[config.mk]
export PLATFORM = sky130hd
export DESIGN_NAME = add_acc
export DESIGN_NICKNAME = d
export VERILOG_FILES = /design/src/rtl/add_acc.sv
export SDC_FILE = /design/constraint.sdc
export NUM_CORES = 2
export LEC_CHECK = 0
export CAP_MARGIN = 20
export CORE_UTILIZATION = 57
export CTS_CLUSTER_DIAMETER = 40
export DETAILED_ROUTE_END_ITERATION = 12
export PLACE_DENSITY = 0.81
export SLEW_MARGIN = 10
export SYNTH_ARGS = -nofsm -noshare
export SYNTH_HDL_FRONTEND = slang
export SYNTH_SLANG_ARGS = --single-unit
export TNS_END_PERCENT = 30
[constraint.sdc]
create_clock -name clk -period 4.7 [get_ports clk]
set_input_delay 0.94 -clock clk [delete_from_list [all_inputs] [get_ports clk]]
set_output_delay 0.94 -clock clk [all_outputs]
set_load 0.01 [all_outputs]
[src/rtl/add_acc.sv]
// Per-lane signed accumulator for MUL product lanes. It sums num_reads_per_iter
// products into one result per iteration, for num_iters iterations per run.
module add_acc #(
  parameter int NUM_INPUTS             = 8,
  parameter int DATA_WIDTH             = 8,
  parameter int ACC_WIDTH              = 32,
  parameter int LOG_MAX_ITERS          = 16,
  parameter int LOG_MAX_READS_PER_ITER = 16
) (
  input  logic                                clk,
  input  logic                                rst,
  input  logic                                configure,
  input  logic [LOG_MAX_ITERS-1:0]            num_iters,
  input  logic [LOG_MAX_READS_PER_ITER-1:0]   num_reads_per_iter,
  input  logic [2*NUM_INPUTS*DATA_WIDTH-1:0]  data_in,
  input  logic                                valid_in,
  output logic                                avail_out,
  output logic [NUM_INPUTS*ACC_WIDTH-1:0]     data_out,
  output logic                                valid_out,
  input  logic                                avail_in
);

  // state   | meaning
  // IDLE    | unconfigured or run complete; no input, no output
  // ACC     | accepting products into the lane accumulators
  // OUT     | presenting a finished result until downstream takes it
  localparam logic [1:0] ST_IDLE = 2'd0;
  localparam logic [1:0] ST_ACC  = 2'd1;
  localparam logic [1:0] ST_OUT  = 2'd2;

  localparam int PW = 2 * DATA_WIDTH;

  logic [1:0]                             r_state;
  logic [LOG_MAX_ITERS-1:0]               r_iters_cfg;
  logic [LOG_MAX_ITERS-1:0]               r_iter_cnt;
  logic [LOG_MAX_READS_PER_ITER-1:0]      r_reads_cfg;
  logic [LOG_MAX_READS_PER_ITER-1:0]      r_read_cnt;
  logic [NUM_INPUTS-1:0][ACC_WIDTH-1:0]   r_acc;
  logic [NUM_INPUTS-1:0][ACC_WIDTH-1:0]   r_dout;

  logic [NUM_INPUTS-1:0][ACC_WIDTH-1:0]   w_sum;
  logic [LOG_MAX_READS_PER_ITER-1:0]      w_read_cnt_nxt;
  logic [LOG_MAX_ITERS-1:0]               w_iter_cnt_nxt;
  logic                                   w_accept;
  logic                                   w_last_read;
  logic                                   w_out_xfer;
  logic                                   w_more_iters;
  logic                                   w_first_read;
  logic                                   w_cfg_zero;

  function automatic logic [ACC_WIDTH-1:0] sext(input logic [PW-1:0] p);
    return ACC_WIDTH'($signed(p));
  endfunction

  assign avail_out = (r_state == ST_ACC);
  assign valid_out = (r_state == ST_OUT);
  assign data_out  = r_dout;

  assign w_accept       = valid_in && (r_state == ST_ACC);
  assign w_out_xfer     = avail_in && (r_state == ST_OUT);
  assign w_read_cnt_nxt = r_read_cnt + LOG_MAX_READS_PER_ITER'(1);
  assign w_iter_cnt_nxt = r_iter_cnt + LOG_MAX_ITERS'(1);
  assign w_last_read    = (w_read_cnt_nxt == r_reads_cfg);
  assign w_more_iters   = (w_iter_cnt_nxt < r_iters_cfg);
  assign w_first_read   = (r_read_cnt == '0);
  assign w_cfg_zero     = (num_iters == '0) || (num_reads_per_iter == '0);

  // First product of an iteration overwrites, so no explicit clear is needed.
  always_comb begin
    w_sum = '0;
    for (int i = 0; i < NUM_INPUTS; i++) begin
      if (w_first_read) begin
        w_sum[i] = sext(data_in[i*PW +: PW]);
      end else begin
        w_sum[i] = r_acc[i] + sext(data_in[i*PW +: PW]);
      end
    end
  end

  always_ff @(posedge clk) begin
    if (rst) begin
      r_state     <= ST_IDLE;
      r_iters_cfg <= '0;
      r_iter_cnt  <= '0;
      r_reads_cfg <= '0;
      r_read_cnt  <= '0;
      r_acc       <= '0;
      r_dout      <= '0;
    end else if (configure) begin
      r_iters_cfg <= num_iters;
      r_reads_cfg <= num_reads_per_iter;
      r_iter_cnt  <= '0;
      r_read_cnt  <= '0;
      r_state     <= w_cfg_zero ? ST_IDLE : ST_ACC;
    end else begin
      case (r_state)
        ST_ACC: begin
          if (w_accept) begin
            r_acc <= w_sum;
            if (w_last_read) begin
              r_dout     <= w_sum;
              r_read_cnt <= '0;
              r_state    <= ST_OUT;
            end else begin
              r_read_cnt <= w_read_cnt_nxt;
            end
          end
        end
        ST_OUT: begin
          if (w_out_xfer) begin
            r_iter_cnt <= w_iter_cnt_nxt;
            r_state    <= w_more_iters ? ST_ACC : ST_IDLE;
          end
        end
        ST_IDLE: begin
          r_state <= ST_IDLE;
        end
        default: begin
          r_state <= ST_IDLE;
        end
      endcase
    end
  end

endmodule

==> results.md <==
- Max Root-Sink Buffers: 3
- Period utilization: 86.3%
- Largest net degree at the start of global routing: 196
- Worst Tran Pin Value: 1030 ps
- Post-layout min period: 4050 ps
- Status: finished clean
- Slowest-stage cell, CP: o311ai_0
- Mapped Cells: 4459
- Setup tns final: 0 ps
- Residual DRC: 0
- Total I/O pin count: 423
- DRT Wirelength: 97900 um
- Initial DRC count: 2154
- Worst R2R End: data_out[253]$_SDFFE_PP0P_
- Root Buffer: clkbuf_16
- CP required: 5170 ps
- Critical path endpoint category: flop
- CTS Buf Count: 89
- Fin Clk Skew: 18.7 ps
- Post-layout instance area: 43000 um2
- Yosys reg bits: 578
- Fmax: 247 MHz
- Clock transition at path regs: 60 ps
- Final net count: 5185
- Cts-stage hold buffer count: 0
- # H-tree levels: 3
- ANT nets after route: 0
- Slew Viols, Final: 0
- CTS tree: done
- Grt ovf: 0
- Sink Count: 578
- Area leader, netlist: dfxtp_1
- Hold Crit Class: reg2reg
- Initial cell density of the core: 58.1%
- Worst VDD drop: 0.387 mV
- Core region area: 60700 um2
- Die Y: 251 um
- Final Hold Fails: 0
- Synth area leaders: dfxtp_1 33%, ha_1 9.4%, a211oi_1 8.1%, a21oi_1 6.9%, nor2_1 6.8%
- Net Count, Synth: 4898
- WHS: 450 ps
- Worst path max stage delay: 470 ps
- Critical path cell sequence: clkdlybuf4s50_1 > ha_1 > inv_1 > fa_1 > nor2b_1 > o21ai_0 > a21oi_1 > o41ai_1 > o221ai_1 > o311ai_0 > buf_4 > a21oi_1 > o31a_1 > or3_1 > a21oi_1 > nor3_1
- Synth-to-layout area growth: 22.1%
- Worst slack, placed: -187 ps
- FF-to-FF path depth: 11
- Post-CTS Setup Bufs: 0
- Distinct cell type count after synthesis: 72
- Post-CTS resize count: 0
- WP depth: 16
- WP data arrival: 4530 ps
- Pleak: 16.9 nW
- Setup crit end: r_acc[158]$_SDFFE_PP0P_
- Syn Area/Cell: 7.91 um2
- CP Launch Type: input pin
- Register area share after synthesis: 32.8%
- DP Wirelength: 67300 um
- Reg2Reg Setup Slack: 830 ps
- Per-cell routed wire length: 17.5 um
- Cell Area, Synth: 35300 um2
- Placed cell area: 39900 um2
- Ys flop type: dfxtp_1
- Power Density: 321 nW/um2
- Initial antenna violation count: 1
- Max-cap violations: 0
- I/O Buffers: 422
- Worst Setup Path Type: in2reg
- Synthesis Warnings: 0
- Via count: 33.7k
- Worst r2r src: r_read_cnt[0]$_SDFFE_PP0P_
- Setup repair after global routing missed its margin: false
- Vias in the first global route: 31.6k
- Most frequent cell after synthesis: nor2_1
- Row Count: 90
- Die X: 251 um
- EDFF count, synth: 0
- Worst skew pair latency: 630 ps
- PnR worst setup slack: 645 ps
- Die area: 62900 um2
- Setup crit start: data_in[64]
- Placer Congestion: 0.936
- Share of cells above drive strength 1: 5.33%
- DR vias/cell: 6.02
- Top cell family by delay on the critical path: compound AO/OA/AOI/OAI gates
- Total track usage: 30.0%
- Post-synth ARST share: 0%
- Top post-synthesis cells by count: 642 x nor2_1, 578 x dfxtp_1, 489 x a21oi_1
- Critical Path Fanout Max: 3
- Synth top area share: 32.8%
- CP most frequent cell: a21oi_1
- First-pass GRT wire length: 158000 um
- Worst Path Buf+Inv: 3
- Relative slew margins: 31.4%
- # setup viols final: 0
- 1st-pass router iterations: 5
## flip-flops by register name, summed over array words and instances (netlist names)
signal       cells
r_acc          256
data_out       256
r_iter_cnt      16
r_read_cnt      16
r_iters_cfg     16
r_reads_cfg     16
r_state          2
## stage by stage
step | std cells | util (%) | total power [W]
after CTS | 5601 | 70.9 | 0.0139
after global routing | 5603 | 70.9 | 0.0143
after detailed placement | 5436 | 65.8 | 0.00703
after global placement | 5436 | 65.8 | 0.00699
final | 5603 | 70.9 | 0.0138
after floorplan | 4459 | - | 0.00650
## power breakdown
| group | switching [W] | internal (W) | leakage (nW) |
|---|---|---|---|
| combinational | 0.00110 | 0.000786 | 10.7 |
| sequential | 0.0000677 | 0.00501 | 4.68 |
| clock | 0.00259 | 0.00427 | 1.51 |
| total | 0.00375 | 0.0101 | 16.9 |
## how the worst min path moves through the flow
stage	startpoint	to	depth (start not counted)
finish	data_out[168]$_SDFFE_PP0P_	data_out[168]$_SDFFE_PP0P_	2
detailed placement	data_out[168]$_SDFFE_PP0P_	data_out[168]$_SDFFE_PP0P_	2
floorplan	r_acc[218]$_SDFFE_PP0P_	r_acc[218]$_SDFFE_PP0P_	2
global placement	data_out[218]$_SDFFE_PP0P_	data_out[218]$_SDFFE_PP0P_	2
global route	data_out[168]$_SDFFE_PP0P_	data_out[168]$_SDFFE_PP0P_	2
CTS	data_out[168]$_SDFFE_PP0P_	data_out[168]$_SDFFE_PP0P_	2
## cell usage in the layout (no fill, tap or decap), drive strengths merged, types with 42 or more instances in the layout
| master | Yosys | routed |
|---|---|---|
| ha | 266 | 266 |
| nand3 | 62 | 62 |
| nor3 | 58 | 58 |
| a211oi | 381 | 381 |
| a31oi | 42 | 42 |
| a21oi | 489 | 489 |
| nand4 | 43 | 43 |
| o21ai | 324 | 324 |
| inv | 98 | 117 |
| nand2 | 303 | 303 |
| mux2i | 64 | 64 |
| buf | 56 | 58 |
| a21o | 127 | 127 |
| dfxtp | 578 | 578 |
| xnor2 | 153 | 153 |
| clkdlybuf4s50 | 0 | 420 |
| xor2 | 102 | 102 |
| nor2 | 642 | 642 |
| clkbuf | 227 | 103 |
## layout make-up
type                       instances  area (um2)
multi-input combinational       3499       22200
timing repair buffer             479        4760
tap                              782         978
sequential                       578       11600
clock buffer                     102        2390
clock inverter                    63         737
fill                            4901       17600
antenna                            1        2.50
inverter                          99         373
## worst reg2reg max path, cell delays in order, from the launching register on
cell and delay [ps]:
dfxtp_1 450, ha_1 320, nand4_1 190, nor3_1 420, and3_1 280, xnor2_1 150
nand4b_1 110, or4_1 680, nor2_2 650, buf_4 280, o211ai_1 100, o211a_1 150
## metal layers
metal	vias up	wire length, um	global-route usage [%]
met3	199	6100	5.48
met4	0	3200	10.9
met5	-	0	0
met1	15700	42900	38.1
met2	982	45700	50.6
li1	16800	-	-
## cell families (layout without fill, tap and decap cells)
family | count (synthesis) | count (layout) | share of synthesized area [%]
flops | 578 | 578 | 32.8
simple gates | 1319 | 1319 | 16.5
fa+ha+maj | 274 | 274 | 9.89
other cells | 0 | 1 | 0
buf+inv | 382 | 743 | 4.19
mux | 69 | 69 | 1.98
xor+xnor | 255 | 255 | 6.33
compound gates | 1582 | 1582 | 28.3
No activity file was read; power rests on OpenSTA's default activity.
